`src/rtl/run_ctrl.sv`:
```
// Run controller for the single-cycle CPU: holds the CPU in reset until started,
// counts RUN cycles with an optional watchdog, then streams RF and DMEM out.
module run_ctrl #(
  parameter int DATA_W    = 32,
  parameter int RF_DEPTH  = 32,
  parameter int MEM_DEPTH = 1024,
  parameter int CYCLE_W   = 32,
  parameter int TIMEOUT   = 0,
  localparam int RF_AW    = (RF_DEPTH  > 1) ? $clog2(RF_DEPTH)  : 1,
  localparam int MEM_AW   = (MEM_DEPTH > 1) ? $clog2(MEM_DEPTH) : 1,
  localparam int ADDR_W   = (RF_AW > MEM_AW) ? RF_AW : MEM_AW
) (
  input  logic               clk,
  input  logic               rst,
  input  logic               start,
  input  logic               halt,
  output logic               cpu_rst,
  output logic [RF_AW-1:0]   rf_raddr,
  input  logic [DATA_W-1:0]  rf_rdata,
  output logic [MEM_AW-1:0]  mem_raddr,
  input  logic [DATA_W-1:0]  mem_rdata,
  output logic               dump_valid,
  input  logic               dump_ready,
  output logic               dump_sel,
  output logic [ADDR_W-1:0]  dump_addr,
  output logic [DATA_W-1:0]  dump_data,
  output logic               busy,
  output logic               done,
  output logic               timeout,
  output logic [CYCLE_W-1:0] cycle_count
);

  typedef enum logic [2:0] {
    S_IDLE     = 3'd0,
    S_PULSE    = 3'd1,
    S_RUN      = 3'd2,
    S_DUMP_RF  = 3'd3,
    S_DUMP_MEM = 3'd4,
    S_DONE     = 3'd5
  } state_t;

  localparam logic [ADDR_W-1:0]  IDX_ZERO = {ADDR_W{1'b0}};
  localparam logic [ADDR_W-1:0]  IDX_ONE  = ADDR_W'(1);
  localparam logic [ADDR_W-1:0]  RF_LAST  = ADDR_W'(RF_DEPTH - 1);
  localparam logic [ADDR_W-1:0]  MEM_LAST = ADDR_W'(MEM_DEPTH - 1);
  localparam logic [CYCLE_W-1:0] CNT_ZERO = {CYCLE_W{1'b0}};
  localparam logic [CYCLE_W-1:0] CNT_ONE  = CYCLE_W'(1);
  localparam logic [CYCLE_W-1:0] CNT_MAX  = {CYCLE_W{1'b1}};
  // The watchdog fires on the cycle that takes the count from TIMEOUT-1 to TIMEOUT.
  localparam logic [CYCLE_W-1:0] TO_LAST  = CYCLE_W'((TIMEOUT > 0) ? (TIMEOUT - 1) : 0);
  localparam logic               WDOG_EN  = (TIMEOUT != 0);

  state_t              state_r;
  state_t              state_s;
  logic [ADDR_W-1:0]   idx_r;
  logic [CYCLE_W-1:0]  cycle_count_r;
  logic                timeout_r;
  logic                hs_s;
  logic                wdog_hit_s;

  assign hs_s       = dump_valid & dump_ready;
  // Halt has priority: the watchdog only counts as a hit on a non-halt cycle.
  assign wdog_hit_s = WDOG_EN & ~halt & (cycle_count_r == TO_LAST);

  assign cycle_count = cycle_count_r;
  assign timeout     = timeout_r;

  // State register.
  always_ff @(posedge clk or negedge rst) begin
    if (!rst) begin
      state_r <= S_IDLE;
    end else begin
      state_r <= state_s;
    end
  end

  // Next-state logic.
  always_comb begin
    state_s = state_r;
    case (state_r)
      S_IDLE: begin
        if (start) begin
          state_s = S_PULSE;
        end else begin
          state_s = S_IDLE;
        end
      end
      S_PULSE: begin
        state_s = S_RUN;
      end
      S_RUN: begin
        if (halt) begin
          state_s = S_DUMP_RF;
        end else if (wdog_hit_s) begin
          state_s = S_DUMP_RF;
        end else begin
          state_s = S_RUN;
        end
      end
      S_DUMP_RF: begin
        if (hs_s && (idx_r == RF_LAST)) begin
          state_s = S_DUMP_MEM;
        end else begin
          state_s = S_DUMP_RF;
        end
      end
      S_DUMP_MEM: begin
        if (hs_s && (idx_r == MEM_LAST)) begin
          state_s = S_DONE;
        end else begin
          state_s = S_DUMP_MEM;
        end
      end
      S_DONE: begin
        if (start) begin
          state_s = S_PULSE;
        end else begin
          state_s = S_DONE;
        end
      end
      default: begin
        state_s = S_IDLE;
      end
    endcase
  end

  // Output decode from the current state; unused read addresses are held at 0.
  always_comb begin
    cpu_rst    = 1'b0;
    busy       = 1'b0;
    done       = 1'b0;
    dump_valid = 1'b0;
    dump_sel   = 1'b0;
    dump_addr  = IDX_ZERO;
    dump_data  = {DATA_W{1'b0}};
    rf_raddr   = {RF_AW{1'b0}};
    mem_raddr  = {MEM_AW{1'b0}};
    case (state_r)
      S_IDLE: begin
        cpu_rst = 1'b0;
      end
      S_PULSE: begin
        busy = 1'b1;
      end
      S_RUN: begin
        cpu_rst = 1'b1;
        busy    = 1'b1;
      end
      S_DUMP_RF: begin
        cpu_rst    = 1'b1;
        busy       = 1'b1;
        dump_valid = 1'b1;
        dump_sel   = 1'b0;
        dump_addr  = idx_r;
        rf_raddr   = idx_r[RF_AW-1:0];
        dump_data  = rf_rdata;
      end
      S_DUMP_MEM: begin
        cpu_rst    = 1'b1;
        busy       = 1'b1;
        dump_valid = 1'b1;
        dump_sel   = 1'b1;
        dump_addr  = idx_r;
        mem_raddr  = idx_r[MEM_AW-1:0];
        dump_data  = mem_rdata;
      end
      S_DONE: begin
        cpu_rst = 1'b1;
        done    = 1'b1;
      end
      default: begin
        cpu_rst = 1'b0;
      end
    endcase
  end

  // Dump index: advances per handshake, rewinds at the end of each region.
  always_ff @(posedge clk or negedge rst) begin
    if (!rst) begin
      idx_r <= IDX_ZERO;
    end else begin
      case (state_r)
        S_DUMP_RF: begin
          if (hs_s) begin
            idx_r <= (idx_r == RF_LAST) ? IDX_ZERO : (idx_r + IDX_ONE);
          end else begin
            idx_r <= idx_r;
          end
        end
        S_DUMP_MEM: begin
          if (hs_s) begin
            idx_r <= (idx_r == MEM_LAST) ? IDX_ZERO : (idx_r + IDX_ONE);
          end else begin
            idx_r <= idx_r;
          end
        end
        default: begin
          idx_r <= IDX_ZERO;
        end
      endcase
    end
  end

  // Saturating RUN-cycle counter and sticky watchdog flag; both held after RUN.
  always_ff @(posedge clk or negedge rst) begin
    if (!rst) begin
      cycle_count_r <= CNT_ZERO;
      timeout_r     <= 1'b0;
    end else begin
      case (state_r)
        S_PULSE: begin
          cycle_count_r <= CNT_ZERO;
          timeout_r     <= 1'b0;
        end
        S_RUN: begin
          if (!halt) begin
            if (cycle_count_r != CNT_MAX) begin
              cycle_count_r <= cycle_count_r + CNT_ONE;
            end else begin
              cycle_count_r <= cycle_count_r;
            end
            if (wdog_hit_s) begin
              timeout_r <= 1'b1;
            end else begin
              timeout_r <= timeout_r;
            end
          end else begin
            cycle_count_r <= cycle_count_r;
            timeout_r     <= timeout_r;
          end
        end
        default: begin
          cycle_count_r <= cycle_count_r;
          timeout_r     <= timeout_r;
        end
      endcase
    end
  end

endmodule

```
`config.mk`:
```
export PLATFORM = sky130hd
export DESIGN_NAME = run_ctrl
export DESIGN_NICKNAME = d
export VERILOG_FILES = /design/src/rtl/run_ctrl.sv
export SDC_FILE = /design/constraint.sdc
export NUM_CORES = 1
export LEC_CHECK = 0
export CAP_MARGIN = 40
export CORE_AREA = 2 2 92 94
export CTS_BUF_LIST = sky130_fd_sc_hd__clkbuf_8
export DETAILED_ROUTE_END_ITERATION = 8
export DIE_AREA = 0 0 94 96
export PLACE_DENSITY = 0.81
export RECOVER_POWER = 100
export SLEW_MARGIN = 10
export SYNTH_ARGS = -nofsm -noshare
export SYNTH_HDL_FRONTEND = slang
export SYNTH_SLANG_ARGS = --single-unit
export TNS_END_PERCENT = 10
```
`constraint.sdc`:
```
create_clock -name clk -period 3 [get_ports clk]
set_input_delay 0.45 -clock clk [delete_from_list [all_inputs] [get_ports clk]]
set_output_delay 0.45 -clock clk [all_outputs]
set_load 0.01 [all_outputs]
```
; ---- Yosys cells after proc, flatten, opt, wreduce, memory -nomap -nowiden
; Cells that the tools add are included.
[classes]
div_mod_pow = 0
reduce_logical = 9
order_cmp = 0
bitwise = 1
mux = 23
n_shift = 0
multipliers = 0
add_sub_neg = 2
eq_ne = 12
[ops]
columns = op, n
row1 = 32-bit case mux with 2 select lines, 2
row2 = 32-bit 2-to-1 mux, 2
row3 = 10-bit 2-to-1 mux, 6
row4 = 32-bit by 1-bit adder with 32-bit output (second input constant), 1
row5 = 32-bit != test (second input constant), 1
row6 = 10-bit case mux with 2 select lines, 1
row7 = 3-bit case mux with 6 select lines, 1
row8 = 10-bit by 1-bit adder with 10-bit output (second input constant), 1
row9 = 10-bit equality test (second input constant), 1
row10 = 10-bit by 5-bit equality test with 1-bit output (second input constant), 1
row11 = 1-bit 2-to-1 mux, 8
row12 = 2-bit != test (second input constant), 4
row13 = 4-bit OR reduction, 2
row14 = 3-bit by 2-bit equality test with 1-bit output (second input constant), 2
row15 = 3-bit equality test (second input constant), 2
row16 = 3-bit 2-to-1 mux, 2
row17 = 5-bit 2-to-1 mux, 1
row18 = 3-bit by 1-bit equality test with 1-bit output (second input constant), 1
row19 = 3-bit logical NOT, 1
row20 = 3-bit AND reduction, 1
row21 = 1-bit logical AND, 2
row22 = 2-bit AND reduction, 1
row23 = 2-bit nonzero test, 1
row24 = 2-bit OR reduction, 1
row25 = 1-bit AND, 1
[word_totals]
mem_bits_ro = 0
out_inout_bits = 95
elab_cells = 50
n_memories = 0
regBits = 45
in_bits = 69
latch_bits = 0
mem_bits_rw = 0

; ---- Depth between registers and ports, before layout
[depth]
word_depth = 7
ltp_mapped = 8
depth_no_buf = 6

; ---- Worst setup path after synthesis
; Ideal clock, no wire load.
[synth_path]
path_kind = register to output
start = register state_r[1]
end = output dump_data[13]
path_stages_with_launch = 6
required_ps = 2550
path_buffers = 3
setup_slack_ps = 622
arrival_time_ps = 1928
path_cell_list = dfrtp_1 buf_2 nor3b_1 clkbuf_1 clkbuf_1 a22o_1
[synth_via]
elab_chain_len = 2
word_cells_on_any_way = 3
[synth_lines]
columns = element, line
row1 = "start, declared", 53  ; state_t state_r;
row2 = "start signal, assigned", 73  ; state_r <= state_s;
row3 = 3-bit equality test / 3-bit by 2-bit equality test with 1-bit output (equally long branches), 138  ; case (state_r)
row4 = 32-bit case mux with 2 select lines *, 138
row5 = "end, declared", 26  ; output logic [DATA_W-1:0] dump_data,
; Mark *: on every way between the ends. The rest lies on a longest branch, timed or not.

; ---- Worst setup path after layout
[layout_path]
start = register state_r[0]
end = output dump_addr[5]
[layout_via]
elab_chain_len = 3
word_cells_on_any_way = 4
[layout_lines]
columns = element, line
row1 = 3-bit equality test / 3-bit by 2-bit equality test with 1-bit output (equally long branches), 138
row2 = 2-bit OR reduction (no source line) *, -
row3 = 10-bit 2-to-1 mux *, 138
row4 = "end, declared", 25  ; output logic [ADDR_W-1:0] dump_addr,
; Marks and branches as above.

==> results.rst <==
.. list-table::
   :header-rows: 1

   * - Metric
     - Value
   * - Setup Crit Path Kind
     - flip-flop to primary output
   * - Post-synth net total
     - around 450
   * - Worst Path Required
     - ~2.6 ns
   * - DRC violation count after routing
     - 0
   * - Family with the most delay on the worst path
     - buffers and inverters
   * - Final net count
     - around 600
   * - Setup repair after global routing missed its margin
     - false
   * - Slew HR
     - ~2.6%
   * - Root buf cell
     - clkbuf_8
   * - Sequential Power Share
     - 40.4%
   * - Cell accounting for the most synthesized area
     - dfrtp_1
   * - Sum of routed wire length over all layers
     - about 11,000 microns
   * - Arrival time at the worst endpoint
     - about 2.4 ns
   * - Effective utilization at floorplan
     - roughly two fifths
   * - Most frequent cell after synthesis
     - dfrtp_1
   * - CP Capture Type
     - primary output
   * - Period utilization
     - a little over nine tenths
   * - Internal Dissipation
     - ~1200 uW
   * - Worst min-delay path class
     - primary input to async pin
   * - Power spent charging and discharging nets
     - roughly 610 uW
   * - Overflow left after global routing
     - 0
   * - Maximum clock frequency
     - 0.353 GHz
   * - Quantity of gates resized following cts
     - 0
   * - H-tree depth
     - 2
   * - Clk pwr share
     - 19.5%
   * - Leakage power total
     - roughly 0.0021 uW
   * - Distinct cell type count after synthesis
     - 60
   * - Final-report setup violation count
     - 0
   * - Total number of vias
     - 3,690
   * - Count of flip-flops with a built-in enable after synthesis
     - 0
   * - Proportion of total power due to net switching
     - approximately 33%
   * - Ranking of synthesized cells by instance count
     - 45 x dfrtp_1, 32 x a22o_1, 32 x nand2_1
   * - Time the final worst path needs with I/O delays and setup
     - roughly 2.8 ns
   * - Die width
     - 94 microns
   * - Final Instance Area
     - 4990 sq um
   * - ANT nets after route
     - 0
   * - Setup skew after layout
     - around 0.011 ns
   * - CP Max Fanout
     - 11
   * - Register area share after synthesis
     - about a third
   * - CTS tree
     - yes
   * - First-pass GRT wire length
     - between 15,000 and 20,000 microns
   * - Share of final-layout standard cells stronger than drive strength 1
     - around 5.1%
   * - Pin count of the biggest net entering global routing
     - 46
   * - Final-layout fill cell count
     - 708
   * - Yosys top cell area share
     - 35.2%
   * - Final antenna diode count
     - 0
   * - Post-detail-place hpwl
     - 8780 microns
   * - Worst-path cell with the longest stage delay
     - dlygate4sd3_1
   * - Count of buffering cells on the critical path with inverters included
     - 2
   * - Routed wirelength normalized by instance count
     - 17.4 microns
   * - Final estimated routing congestion in global placement
     - approximately 0.93
   * - Synthesized area
     - 3200 sq um
   * - Area growth from synthesis to layout
     - 55.8%
   * - GRT Resource Usage Total
     - between 20% and 30%
   * - Post-synth top flop
     - dfrtp_1
   * - Cells taking the most area after synthesis
     - dfrtp_1 35%, a22o_1 8.8%, nand2_1 3.8%
   * - Combinational share of power
     - roughly 40%
   * - Final hold vios
     - 0
   * - Synthesized area divided by synthesized cell count
     - approximately 8.5 sq um
   * - Top-Level Pins
     - ~160
   * - Register bit count reported by yosys
     - 45
   * - Number of core rows
     - 33
   * - Maximum clock path buffer count
     - 2
   * - Critical path cell sequence
     - buf_4 -> nand3b_1 -> o21ai_1 -> and2_1 -> dlygate4sd3_1
   * - Total number of clock tree sinks
     - 45
   * - Die span in y
     - 96 microns
   * - Worst-skew pair later-pin latency
     - approximately 0.3 ns
   * - Area enclosed by the die boundary
     - ~9000 sq um
   * - Setup repair bufs after CTS
     - 0
   * - Number of buffers created by CTS
     - 5
   * - Max Transition Viols Final
     - 0
   * - Average via count per standard cell
     - 5.77
   * - Tightest hold margin
     - around 0.29 ns
   * - Outcome
     - complete, no violations
   * - Antenna violations before repair
     - 0
   * - CTS clk-pin slew, worst paths
     - approximately 0.090 ns
   * - Max-Cap Viols
     - 0
   * - Vias in the first global route
     - ~3.4k
   * - Synthesized netlist cell count
     - roughly 380
   * - Transition time at the pin with the least slew margin
     - ~1.5 ns
   * - Count of routing violations after the opening detailed-route iteration
     - around 220
   * - Highest ir drop seen on vdd
     - ~0.00028 V
   * - Startpoint types
     - flip-flop
   * - Total cell area at the placement stage
     - between 4000 and 5000 sq um
   * - Floorplan Core Area
     - approximately 8000 sq um
   * - Final sum of negative setup slack
     - 0 ns
   * - PwrDens
     - 369 nW/um^2
   * - Pre-antenna DRT Iters
     - 4
   * - Yosys warns
     - 0
   * - Final cell count without fillers
     - approximately 640
   * - Biggest cell delay along the critical path
     - around 0.60 ns
   * - Final design utilization
     - a little over 60%
   * - Number of placed instances with taps included
     - roughly 630
   * - Async S/R FF share, synth
     - 100%
   * - Post-CTS Hold Fix Bufs
     - 0
   * - Number of port buffers
     - about 160
power groups by stage:
stage	clock, uW	sequential, uW	combinational (uW)
2_1_floorplan	0	725	348
3_3_place_gp	0	747	769
3_5_place_dp	0	752	787
4_1_cts	366	741	789
5_1_grt	393	753	797
6_report	359	743	737
routing by layer:
metal	GRT usage [%]	part of all wire, %
met5	0	0
met4	6.64	1.4
met3	4.31	7.1
met2	40.6	50
met1	30.0	41
area by class of cell:
cell class | count | area [sq um] | area share, %
clock buffers | 5 | 68.8 | 1.38
repair buffers | 173 | 1690 | 34.0
flip-flops and latches | 45 | 1130 | 22.6
multi-input cells | 303 | 1930 | 38.8
inverters | 5 | 18.8 | 0.376
well taps | 105 | 131 | 2.63
clock inverters | 3 | 13.8 | 0.276
cells by family after synthesis:
logic type	Yosys count	synth area share, %
buffers and inverters	28	3.99
adders and majority gates	2	0.782
AOI/OAI and AO/OA	119	27.4
xor gates and xnor gates	7	1.92
other	1	0.117
and+or+nand+nor	174	30.6
DFF	45	35.2
metrics by stage:
step	setup WS, ns	power [uW]
3_5_place_dp	0.359	1540
2_1_floorplan	0.622	1070
3_3_place_gp	0.393	1520
6_report	0.165	1840
4_1_cts	0.191	1900
5_1_grt	0.0295	1940
state kept, by name, summed over array words and instances, names as in the netlist:
register and count:
cycle_count 32, idx_r 10, state_r 3
layout by cell type, fill, tap and decap left out, types with 3 or more instances in the layout:
cell             count
o21ai_0             10
and4_1               5
nand2b_1             7
o211ai_1             5
clkdlybuf4s50_1     98
o31ai_1              8
clkbuf_1             4
o311ai_0             4
or2_2                5
and3_1               7
nor4_1               4
a22o_1              32
nand4_1             10
a21oi_1             21
nor2_1              25
nand3_1             20
or3_1               12
o21ai_1             11
xor2_1               3
and2_1              13
dlygate4sd3_1       63
nand2_1             32
inv_1                6
xnor2_1              4
o2bb2ai_1            3
buf_4                5
or4_1                8
o41ai_1              3
dfrtp_1             45
and2_0               6
nor3_1               7
o22ai_1              3
clkbuf_8             5
worst paths after layout:
check,start,end,slack (ns),cells after the start
setup / recovery,state_r[0],dump_addr[5],0.17,5
hold / removal,rst,cycle_count[29],0.29,1
setup reg to reg,state_r[0],cycle_count[26],0.26,5
hold reg to reg,cycle_count[0],cycle_count[0],0.58,1
max in group asynchronous,rst,idx_r[7],0.83,2
min in group clk,cycle_count[0],cycle_count[0],0.58,1
worst register-to-register path: stages (launching register included):
cell      delay, ns
dfrtp_1        0.58
or3b_1         0.67
a211oi_1       0.62
nand3_2        0.14
or4_1          0.50
a21oi_1        0.16
Note: power is estimated with default switching activity, not from simulation.
